## src/rtl/tube_hit_packer.sv

```systemverilog
// rtl/tube_hit_packer.sv - drift-tube hit capture window and 16-bit event packer for the readout FIFO
// Optional feature macro: TUBE_SYNC_EN (two-flop synchronizer ahead of edge detect on all 33 inputs)
module tube_hit_packer #(
    parameter int WINDOW_CYCLES = 40
) (
    input  logic        clk100,
    input  logic        rst_n,
    input  logic        SCIN_COIN,
    input  logic [7:0]  TUBE3A,
    input  logic [7:0]  TUBE3B,
    input  logic [7:0]  TUBE4A,
    input  logic [7:0]  TUBE4B,
    input  logic        WR_FULL,
    output logic [15:0] WR_DATA,
    output logic        WR_EN,
    output logic        overflowLight,
    output logic        busy
);
    typedef enum logic [1:0] {IDLE, WINDOW, DRAIN, TRAILER} state_t;

    localparam logic [7:0] T_LAST = 8'(WINDOW_CYCLES - 1);

    state_t      state, state_n;
    logic [32:0] raw_in, cur_in, prev_in, rise;
    logic [31:0] mask;
    logic [7:0]  hit_time [32];
    logic [7:0]  t_cnt;
    logic [4:0]  idx;
    logic [5:0]  nhits;
    logic [11:0] evt;
    logic        coin_rise;
    logic        capture, accept, drop, emit_hit, emit_trailer, advance;
    logic [7:0]  cap_time;

    // Bit 32 is the coincidence, bits 31:0 are tube channels 0..31
    assign raw_in = {SCIN_COIN, TUBE4B, TUBE4A, TUBE3B, TUBE3A};

`ifdef TUBE_SYNC_EN
    logic [32:0] sync_q1, sync_q2;

    // Two-flop synchronizer; equal delay on coincidence and tubes keeps recorded times unchanged
    always_ff @(posedge clk100) begin
        if (!rst_n) begin
            sync_q1 <= '0;
            sync_q2 <= '0;
        end else begin
            sync_q1 <= raw_in;
            sync_q2 <= sync_q1;
        end
    end
    assign cur_in = sync_q2;
`else
    assign cur_in = raw_in;
`endif

    // Edge history for rising-edge detection, updated every cycle
    always_ff @(posedge clk100) begin
        if (!rst_n) prev_in <= '0;
        else        prev_in <= cur_in;
    end

    assign rise      = cur_in & ~prev_in;
    assign coin_rise = rise[32];
    assign busy      = (state != IDLE);

    // State register
    always_ff @(posedge clk100) begin
        if (!rst_n) state <= IDLE;
        else        state <= state_n;
    end

    // Next-state and per-cycle control decisions
    always_comb begin
        state_n      = state;
        capture      = 1'b0;
        cap_time     = t_cnt;
        accept       = 1'b0;
        drop         = 1'b0;
        emit_hit     = 1'b0;
        emit_trailer = 1'b0;
        advance      = 1'b0;
        case (state)
            IDLE: begin
                if (coin_rise) begin
                    if (WR_FULL) begin
                        drop = 1'b1;
                    end else begin
                        // The detect cycle is t=0 of the window
                        accept   = 1'b1;
                        capture  = 1'b1;
                        cap_time = '0;
                        state_n  = (WINDOW_CYCLES == 1) ? DRAIN : WINDOW;
                    end
                end
            end
            WINDOW: begin
                capture = 1'b1;
                if (t_cnt == T_LAST) state_n = DRAIN;
            end
            DRAIN: begin
                if (mask[idx]) begin
                    if (!WR_FULL) begin
                        emit_hit = 1'b1;
                        advance  = 1'b1;
                    end
                end else begin
                    advance = 1'b1;
                end
                if (advance && idx == 5'd31) state_n = TRAILER;
            end
            TRAILER: begin
                if (!WR_FULL) begin
                    emit_trailer = 1'b1;
                    state_n      = IDLE;
                end
            end
            default: state_n = IDLE;
        endcase
    end

    // Window time, drain index, hit count and event number
    always_ff @(posedge clk100) begin
        if (!rst_n) begin
            t_cnt <= '0;
            idx   <= '0;
            nhits <= '0;
            evt   <= '0;
        end else begin
            if (accept)               t_cnt <= 8'd1;
            else if (state == WINDOW) t_cnt <= t_cnt + 8'd1;
            if (state != DRAIN)       idx <= '0;
            else if (advance)         idx <= idx + 5'd1;
            if (accept)               nhits <= '0;
            else if (emit_hit)        nhits <= nhits + 6'd1;
            if (state == IDLE && coin_rise) evt <= evt + 12'd1;
        end
    end

    // First-rise capture per channel; mask cleared once the trailer is written
    always_ff @(posedge clk100) begin
        if (!rst_n) begin
            mask <= '0;
            for (int i = 0; i < 32; i++) hit_time[i] <= '0;
        end else if (emit_trailer) begin
            mask <= '0;
        end else if (capture) begin
            for (int i = 0; i < 32; i++) begin
                if (rise[i] && !mask[i]) begin
                    mask[i]     <= 1'b1;
                    hit_time[i] <= cap_time;
                end
            end
        end
    end

    // Registered FIFO write port and sticky overflow flag; data holds when no write
    always_ff @(posedge clk100) begin
        if (!rst_n) begin
            WR_EN         <= 1'b0;
            WR_DATA       <= '0;
            overflowLight <= 1'b0;
        end else begin
            WR_EN <= accept | emit_hit | emit_trailer;
            if (accept)            WR_DATA <= {4'hF, evt};
            else if (emit_hit)     WR_DATA <= {1'b0, idx, 2'b00, hit_time[idx]};
            else if (emit_trailer) WR_DATA <= {4'hE, 6'b0, nhits};
            if (drop)              overflowLight <= 1'b1;
        end
    end
endmodule
```

## config.mk

```make
export PLATFORM = sky130hd
export DESIGN_NAME = tube_hit_packer
export DESIGN_NICKNAME = d
export VERILOG_FILES = /design/src/rtl/tube_hit_packer.sv
export SDC_FILE = /design/constraint.sdc
export NUM_CORES = 1
export LEC_CHECK = 0
export ABC_AREA = 1
export CAP_MARGIN = 20
export CORE_MARGIN = 10
export CORE_UTILIZATION = 30
export DETAILED_ROUTE_END_ITERATION = 7
export PLACE_DENSITY_LB_ADDON = 0.25
export REMOVE_ABC_BUFFERS = 1
export SYNTH_ARGS = -nofsm -noshare
export SYNTH_HDL_FRONTEND = slang
export SYNTH_SLANG_ARGS = --single-unit
```

## constraint.sdc

```tcl
create_clock -name clk100 -period 2.35 [get_ports clk100]
set_input_delay 0.235 -clock clk100 [delete_from_list [all_inputs] [get_ports clk100]]
set_output_delay 0.235 -clock clk100 [all_outputs]
set_load 0.005 [all_outputs]
```

Word-level counts from Yosys, hierarchy flattened
Memories as Yosys holds them, arrays and structs flattened. A register that Yosys moved wholly into a read port is not among the register bits. Cells that the tools add are included.

Bits in registers: 116. Memory bits (writable): 256. Bits of input ports: 36. Logic and storage cells: 426. Memories: 1.

Memories: hit_time (depth 32, bits a word 8, read ports 1, clocked after Yosys merged registers in 1, wr ports 32, line 26) `logic [7:0] hit_time [32];`.

Add/sub/neg operators: 4. Magnitude comparators: 1. Equality and inequality tests: 11. Mux-type cells: 224. Bitwise logic cells: 37. Reductions and logical operators: 106.

Operators by type and width (count): $mux W8 (35); $mux W1 (176); $reduce_and A2 Y1 (32); $mux W16 (3); $logic_and A1 B1 Y1 (34); $or A1 B1 Y1 (34); $and A33 B33 Y33 (1); $not A33 Y33 (1); $logic_not A1 Y1 (32); $add A12 B1 Y12 const B (1); $ne A2 B2 Y1 const B (6); $mux W2 (5); $mux W5 (2); $add A8 B1 Y8 const B (1); $eq A8 B6 Y1 const B (1); $pmux W2 S4 (1); $add A6 B1 Y6 const B (1); $lt A5 B6 Y1 const B (1); $reduce_or A2 Y1 (3); $add A5 B1 Y5 const B (1); $bmux W1 S5 (1); $eq A5 B5 Y1 const B (1); $reduce_and A5 Y1 (1); $eq A2 B2 Y1 const B (2); other kinds (6) (7).

Logic depth before layout (Yosys ltp)
Word-level depth: 9. Mapped depth: 15. Mapped depth without buffers: 13.

Least setup slack after synthesis
Ideal clock, no wire load.

Path type: register -> register. From: reg state[0]. To: mem hit_time[18][0] (enable). Arrival time: 2125 ps. Required time: 1966 ps. Setup slack: -159 ps. Cell stages (with the launch flop): 11. Buffers on the path: 2. Path through: dfxtp_1 -> inv_1 -> ha_1 -> nand2_2 -> nor2_2 -> nor2_1 -> buf_2 -> inv_2 -> buf_2 -> nand3_1 -> o21ai_0.

RTL lines: start, declared (line 23) `state_t state, state_n;`; start signal, assigned (line 69) `else state <= state_n;`; end, declared (line 26).

Worst setup path after layout
From: reg idx[0]. To: reg WR_DATA[14].

Cells in the longest elaborated chain, start to end: 6. Elaborated cells between the ends (all ways): 7.

RTL lines: start, declared (line 28) `logic [4:0] idx;`; start signal, assigned (line 132) `else if (advance) idx <= idx + 5'd1;`; $bmux W1 S5 (*) (line 101) `if (mask[idx]) begin`; $mux W1 (implied by the code) (*) (line 101); $mux W1 (*) (line 101); $mux W1 (*) (line 82) `case (state)`; $mux W16 (line 165) `else if (emit_hit) WR_DATA <= {1'b0, idx, 2'b00, hit_time[idx]};`; $mux W16 (line 164) `if (accept) WR_DATA <= {4'hF, evt};`; end signal, assigned (line 164); end signal, assigned (line 165); end signal, assigned (line 166) `else if (emit_trailer) WR_DATA <= {4'hE, 6'b0, nhits};`; end, declared (line 14) `output logic [15:0] WR_DATA,`.

Mark *: on every way between the ends. The rest lies on a longest branch, timed or not. The select of a mux whose other input is x is not followed. A chain may end at the register's enable or synchronous reset.

==> implementation parameters <==
Parameter                              Value

Critical path
  Crit path from ... idx[0]
  Family with the most delay on the worst path ... simple AND/OR/NAND/NOR gates
  Delay of the slowest cell on the worst path ... 0.33 ns
  Reg2Reg Launch Point ... idx[0]
  CP startpoint kind ... register
  Worst setup path end ... WR_DATA[14]
  WS Path Type ... reg -> reg
  Worst reg-to-reg path cell count ... 12
  Setup slack of the worst register-to-register path ... 0.16 ns
  Required @ worst endpoint ... 2.78 ns
  Most numerous cell on the critical path ... sky130_fd_sc_hd__nand2_1
  Crit path max-delay cell type ... sky130_fd_sc_hd__dfxtp_1
  Endpoint of the worst register-to-register path ... WR_DATA[14]
  Arrival time at the worst endpoint ... 2.62 ns
  Largest fanout of any net on the critical path ... 16
  Critical path buffers and inverters ... 1
  Endpoint class of the critical path ... register
  Ordered cell list for the critical path ... inv_2 > nand2_1 > nand3_1 > nand3_1 > nand2_1 > nand2_1 > nand3_2 > nand2_2 > nor2_8 > nand2_1 > o21ai_0 > nor2_1
  Number of cells on the critical path ... 12

Final layout
  Reg area ... 10110 sq um
  Diodes inserted ... 0
  Post-route cell area ... 19620 sq um
  Area growth from synthesis to layout ... 21.15%
  Fill cells ... 5452
  Share of the core filled with cells in the final layout ... 0.3661
  Number of cells in the finished layout apart from fillers ... 2575
  Nets ... 1894
  Share of final-layout standard cells stronger than drive strength 1 ... 0.1208
  Footprint of the multi-input gates ... 5191 sq um

Timing
  Post-Route Setup TNS ... 0 ns
  Headroom to the max-slew limit ... 0.6463
  Total count of hold-check failures in the final report ... 0
  RSZ-0062 raised after global routing ... yes
  Pins over their slew limit ... 0
  Final setup violating endpoints ... 0
  Peak Freq ... 455.8 MHz
  Worst slack on hold paths ... 0.1116 ns
  Slew at the pin with the worst max-slew slack ... 0.5305 ns
  Skew final ... 0.01436 ns
  Fin crit period ... 2.194 ns
  Smallest setup slack after layout ... 0.1560 ns
  Final cycle utilization of the critical path ... 0.9336

Yosys
  Count of flip-flops with a built-in enable after synthesis ... 256
  Area share of the largest cell type after synthesis ... 0.4746
  Post-synth design cell area ... 16200 sq um
  Leading cell types by total area after synthesis ... sky130_fd_sc_hd__edfxtp_1 47%, sky130_fd_sc_hd__dfxtp_1 15%, sky130_fd_sc_hd__nor2_1 9.2%
  Post-synth top cells ... 395 x sky130_fd_sc_hd__nor2_1, 290 x sky130_fd_sc_hd__nand2_1, 256 x sky130_fd_sc_hd__edfxtp_1, 171 x sky130_fd_sc_hd__nand3_1, 121 x sky130_fd_sc_hd__dfxtp_1
  Number of standard cells after synthesis ... 1726
  Unique masters post-synth ... 33
  Post-synth ARST share ... 0
  Leading cell type by number of instances after synthesis ... sky130_fd_sc_hd__nor2_1
  Main synth FF type ... sky130_fd_sc_hd__edfxtp_1
  Share of synthesized area occupied by flip-flops and latches ... 0.6241
  Synth area leader ... sky130_fd_sc_hd__edfxtp_1
  Number of warnings issued by yosys ... 0
  Count of state elements after synthesis ... 377
  Syn_area_per_cell ... 9.385 sq um

Die
  Die footprint ... 63690 sq um
  Core Footprint ... 53600 sq um
  Initial Util ... 0.3022
  # IOs ... 55
  Overall die width ... 252.4 microns
  Die height ... 252.4 microns
  Number of core rows ... 85

Global routing
  Global-route wire length before repair ... 70640 microns
  Combined global-route utilization of all metal layers ... 0.1412
  Met3 Usage GRT ... 0.01840
  Global-route layer with the greatest usage ... met2
  Vias in the first global route ... 12210
  Met1 Use GR ... 0.1850
  Met2 capacity usage during global routing ... 0.2412
  Pin count of the biggest net entering global routing ... 70
  Initial antenna violation count ... 0
  Leftover overflow at the end of global routing ... 0

Drt
  DRC errors left ... 0
  First-iteration detailed-routing DRC count ... 1014
  DRT Pass-1 Iters ... 7
  Routed length per instance ... 17.49 microns
  Final WL ... 45030 microns
  Routed via count ... 12200
  Number of antenna-violating nets in the routed design ... 0
  Via-to-Cell Ratio ... 4.738

Power and ir drop
  Power per standard cell area ... 897.3 nW/um^2
  Gate power share ... 0.193
  Total Power Consumption ... 17.61 mW
  Switching power summed over all nets ... 5.123 mW
  Worst voltage drop across the vdd grid ... 0.0006289 V
  Sequential share of power ... 0.466
  Internal power ... 12.49 mW
  Switching part of the total power ... 0.2909
  Clock power share ... 0.341
  Leakage dissipation ... 7.576 nW

Place
  Placed instance count ... 2503
  Post-placement cell area ... 18400 sq um
  Gpl congestion ... 0.8338
  Count of port buffers added during placement ... 54
  Half-perimeter wire length after placement ... 30420 microns
  Pre-CTS setup slack ... -0.05840 ns

Run
  Max-cap violations ... 0

Hold path
  Class of the tightest hold or removal check ... in -> reg
  Number of cells on the worst hold path ... 5
  Hold Crit Start ... rst_n

Clocking
  Clock-pin transition on the worst setup and hold timing paths ... 0.06 ns
  Maximum number of buffers from clock root to sink ... 3
  # hold bufs at CTS ... 0
  TritonCTS clock tree ... built
  Number of clock buffers inserted by TritonCTS ... 39
  Number of clock sinks seen by CTS ... 377
  Number of H-tree branching levels ... 2
  Root buffer cell ... sky130_fd_sc_hd__clkbuf_16
  Setup Fix Bufs, Post-CTS ... 0
  Skew-Pair Late Insertion Delay ... 0.55 ns

Status
  Status ... finished clean
worst min-delay path: cells and delay by family:
kind	cells	cell delay, ns
buffers and inverters	2	0.23
and+or+nand+nor	3	0.14
cells in the final DEF, fill, tap and decap left out, drive strengths merged, types with 10 or more instances in the layout:
cell type and n:
buf 118, dfxtp 121, nand3 176, clkbuf 51
a21oi 54, nor4 19, inv 131, clkdlybuf4s50 53
clkinv 18, o211ai 28, o21ai 124, edfxtp 256
nor3 11, ha 10, nand2 292, nor2 402
layout make-up:
| cell class | instances | area share |
|---|---|---|
| Clock buffer | 51 | 0.05362 |
| Clock inverter | 21 | 0.008161 |
| Inverter | 130 | 0.02493 |
| Multi-Input combinational cell | 1129 | 0.2645 |
| Sequential cell | 377 | 0.5154 |
| Tap cell | 696 | 0.04438 |
| Timing Repair Buffer | 171 | 0.08894 |
registers in the layout, summed over array words and instances, names as in the netlist, named ones only:
register and count:
state 2, overflowLight 1, WR_DATA 16, idx 5, t_cnt 8, evt 12, nhits 6, prev_in 33
hit_time 256, mask 32, WR_EN 1
power by group through the flow:
stage | Sequential [mW] | Clock (mW) | Combinational, mW
after detailed placement | 8.35 | 0 | 3.41
after floorplan | 8.36 | 0 | 1.72
final | 8.21 | 6.01 | 3.39
after global placement | 8.34 | 0 | 3.37
after global routing | 8.29 | 6.40 | 3.77
after CTS | 8.21 | 6.14 | 3.42
logic make-up after synthesis:
| kind of cell | synth area share |
|---|---|
| and+or+nand+nor | 0.2397 |
| DFF | 0.6241 |
| buffers and inverters | 0.05585 |
| AOI/OAI and AO/OA | 0.07045 |
| adders and majority gates | 0.007724 |
| xor gates and xnor gates | 0.002163 |
worst min-delay path by stage:
stage | end | slack (ns)
floorplan | prev_in[0] | 0.33
global placement | WR_DATA[15] | 0.45
detailed placement | WR_DATA[15] | 0.45
CTS | t_cnt[3] | 0.09
global route | t_cnt[3] | 0.13
finish | t_cnt[3] | 0.11
per-layer routing:
metal | vias up | routed length, microns
met3 | 60 | 1886
met4 | 0 | 842
met2 | 276 | 21580
li1 | 6010 | -
met1 | 5854 | 20730
met5 | - | 0
timing repair:
| action | in CTS | in global routing |
|---|---|---|
| gates resized for setup | 0 | 2 |
| setup endpoints to repair | 0 | 8 |
| endpoints found under the hold margin | 0 | 0 |
No activity file was read; power rests on OpenSTA's default activity.
==> patch, RTL diff (config.mk and constraints unchanged) <==
The option `TUBE_SYNC_EN` is turned on by a define.
--- a/src/rtl/tube_hit_packer.sv
+++ b/src/rtl/tube_hit_packer.sv
@@ -1,5 +1,7 @@
 // rtl/tube_hit_packer.sv - drift-tube hit capture window and 16-bit event packer for the readout FIFO
 // Optional feature macro: TUBE_SYNC_EN (two-flop synchronizer ahead of edge detect on all 33 inputs)
+`define TUBE_SYNC_EN
+
 module tube_hit_packer #(
     parameter int WINDOW_CYCLES = 40
 ) (
Function: not settled (the Yosys comparison gave no result); the edit may change what the design does.
==> patch against the original RTL <==
Sequential cell count up 66; worst setup slack worse by 0.012 ns; count of clock-buffer cells in the layout up 15; synthesized area increased by 11%; cell count rose by 11%; power increased by 11%; final area is 12% higher; routed wire length rose by 5.5%; critical path type unchanged; critical endpoint is now hit_time[22][7]$_DFFE_PP_; highest routed layer unchanged.
==> patch: results (changes against the original RTL) <==
[metrics] internal power: 14.6 mW (was 12.5 mW)
[metrics] clock latency on the worst-skew pair: 0.58 ns (was 0.55 ns)
[metrics] total number of nets in the final design: 2087 (was 1894)
[metrics] global-route wire length before repair: 74.6 mm (was 70.6 mm)
[metrics] commonest cells in the netlist: sky130_fd_sc_hd__nand2_1, sky130_fd_sc_hd__nor2_1, sky130_fd_sc_hd__edfxtp_1 (was sky130_fd_sc_hd__nor2_1, sky130_fd_sc_hd__nand2_1, sky130_fd_sc_hd__edfxtp_1)
[metrics] DRC violation total after the first TritonRoute iteration: 1001 (was 1014)
[metrics] global-route usage over all layers: 13.3% (was 14.1%)
[metrics] fraction of layout cells with a size suffix above 1: 12.1% (about the same)
[metrics] maximum number of pins on one net before global-route repair: 69 (was 70)
[metrics] worst relative slew slack: 53.8% (was 64.6%)
[metrics] WL per Instance: 16.7 µm (was 17.5 µm)
[metrics] CP Max Fanout: 12 (was 16)
[metrics] clock slew at the register clock pins of the worst setup and hold paths: 0.06 ns (about the same)
[metrics] status: complete, no violations (unchanged)
[metrics] worst supply voltage drop on vdd: 0.425 mV (was 0.629 mV)
[metrics] Critical Path AT: 2.49 ns (was 2.62 ns)
[metrics] via count: 13312 (was 12200)
[metrics] top area cells in the synthesized netlist: sky130_fd_sc_hd__edfxtp_1, sky130_fd_sc_hd__dfxtp_1, sky130_fd_sc_hd__nand2_1, sky130_fd_sc_hd__nor2_1, sky130_fd_sc_hd__nand3_1 (was sky130_fd_sc_hd__edfxtp_1, sky130_fd_sc_hd__dfxtp_1, sky130_fd_sc_hd__nor2_1, sky130_fd_sc_hd__nand2_1, sky130_fd_sc_hd__nand3_1)
[metrics] Final Skew: 0.0123 ns (was 0.0144 ns)
[metrics] cell count after placement: 2762 (was 2503)
[metrics] count of non-filler cells in the finished layout: 2852 (was 2575)
[metrics] leakage power figure: 8.85 nW (was 7.58 nW)
[metrics] post-placement setup slack: 0.101 ns (was -0.0584 ns)
[metrics] CTS Buf Count: 47 (was 39)
[metrics] post-synthesis area per instance: 9.33 µm² (was 9.38 µm²)
[metrics] share of synthesized area occupied by flip-flops and latches: 63.3% (was 62.4%)
## patch: cell types whose count changed in the layout (fill, tap and decap cells not counted), moves of 33 or more
cell	delta
sky130_fd_sc_hd__a21oi_1	+33
sky130_fd_sc_hd__dfxtp_1	+66
sky130_fd_sc_hd__inv_1	+53
sky130_fd_sc_hd__nand2_1	+64
sky130_fd_sc_hd__o21ai_0	-38
sky130_fd_sc_hd__o21ai_1	+33
## patch: logic make-up (layout without fill, tap and decap cells)
family          Yosys count  in the layout  synth area share, %
buf+inv                 288            432                 6.42
fa+ha+maj                10             10                0.693
simple gates            948            948                 22.3
flops                   443            443                 63.3
compound gates          243            243                 7.15
xor+xnor                  3              3                0.146
## patch: per-layer routing
metal | track usage, % | wire length, µm
met4 | 5.28 | 1480
met3 | 1.87 | 2200
met5 | 0 | 0
met2 | 22.9 | 23100
met1 | 16.7 | 20800
## patch: critical path: stages (launching register included)
cell and delay [ns]:
sky130_fd_sc_hd__dfxtp_1 0.34, sky130_fd_sc_hd__inv_2 0.09, sky130_fd_sc_hd__ha_1 0.18, sky130_fd_sc_hd__inv_2 0.05, sky130_fd_sc_hd__nor2_2 0.13, sky130_fd_sc_hd__inv_2 0.07, sky130_fd_sc_hd__nor2_2 0.10, sky130_fd_sc_hd__nor2_1 0.08
sky130_fd_sc_hd__inv_2 0.17, sky130_fd_sc_hd__buf_12 0.17, sky130_fd_sc_hd__nand3_1 0.17, sky130_fd_sc_hd__o21ai_2 0.18, sky130_fd_sc_hd__buf_6 0.17
## patch: power by group through the flow
stage	logic, mW	registers, mW	clock network [mW]
2_1_floorplan	1.31	9.03	0
3_3_place_gp	2.55	8.99	0
3_5_place_dp	2.57	9.00	0
4_1_cts	2.57	8.84	8.14
5_1_grt	2.96	8.88	8.46
6_report	2.68	8.84	7.95
## patch: final timing paths
check / startpoint / endpoint / slack, ns
hold reg to reg: sync_q1[0]$_SDFF_PN0_ / cur_in[0]$_SDFF_PN0_ / 0.40
setup reg to reg: state[0]$_SDFFE_PN0P_ / hit_time[22][7]$_DFFE_PP_ / 0.14
hold / removal: rst_n / t_cnt[3]$_SDFFE_PP0P_ / 0.16
setup / recovery: state[0]$_SDFFE_PN0P_ / hit_time[22][7]$_DFFE_PP_ / 0.14
## patch: layout make-up
type,count,area [µm²]
Fill cell,5960,37400
Tap cell,773,967
Clock buffer,66,1370
Inverter,188,709
Clock inverter,21,300
Timing Repair Buffer,157,1600
Sequential cell,443,11400
Multi-Input combinational cell,1204,5560
## patch: repair_timing
| action | 4_1_cts | 5_1_grt |
|---|---|---|
| endpoints found under the setup margin | 0 | 375 |
| gates resized for setup | 0 | 47 |
| buffers inserted | 0 | 2 |
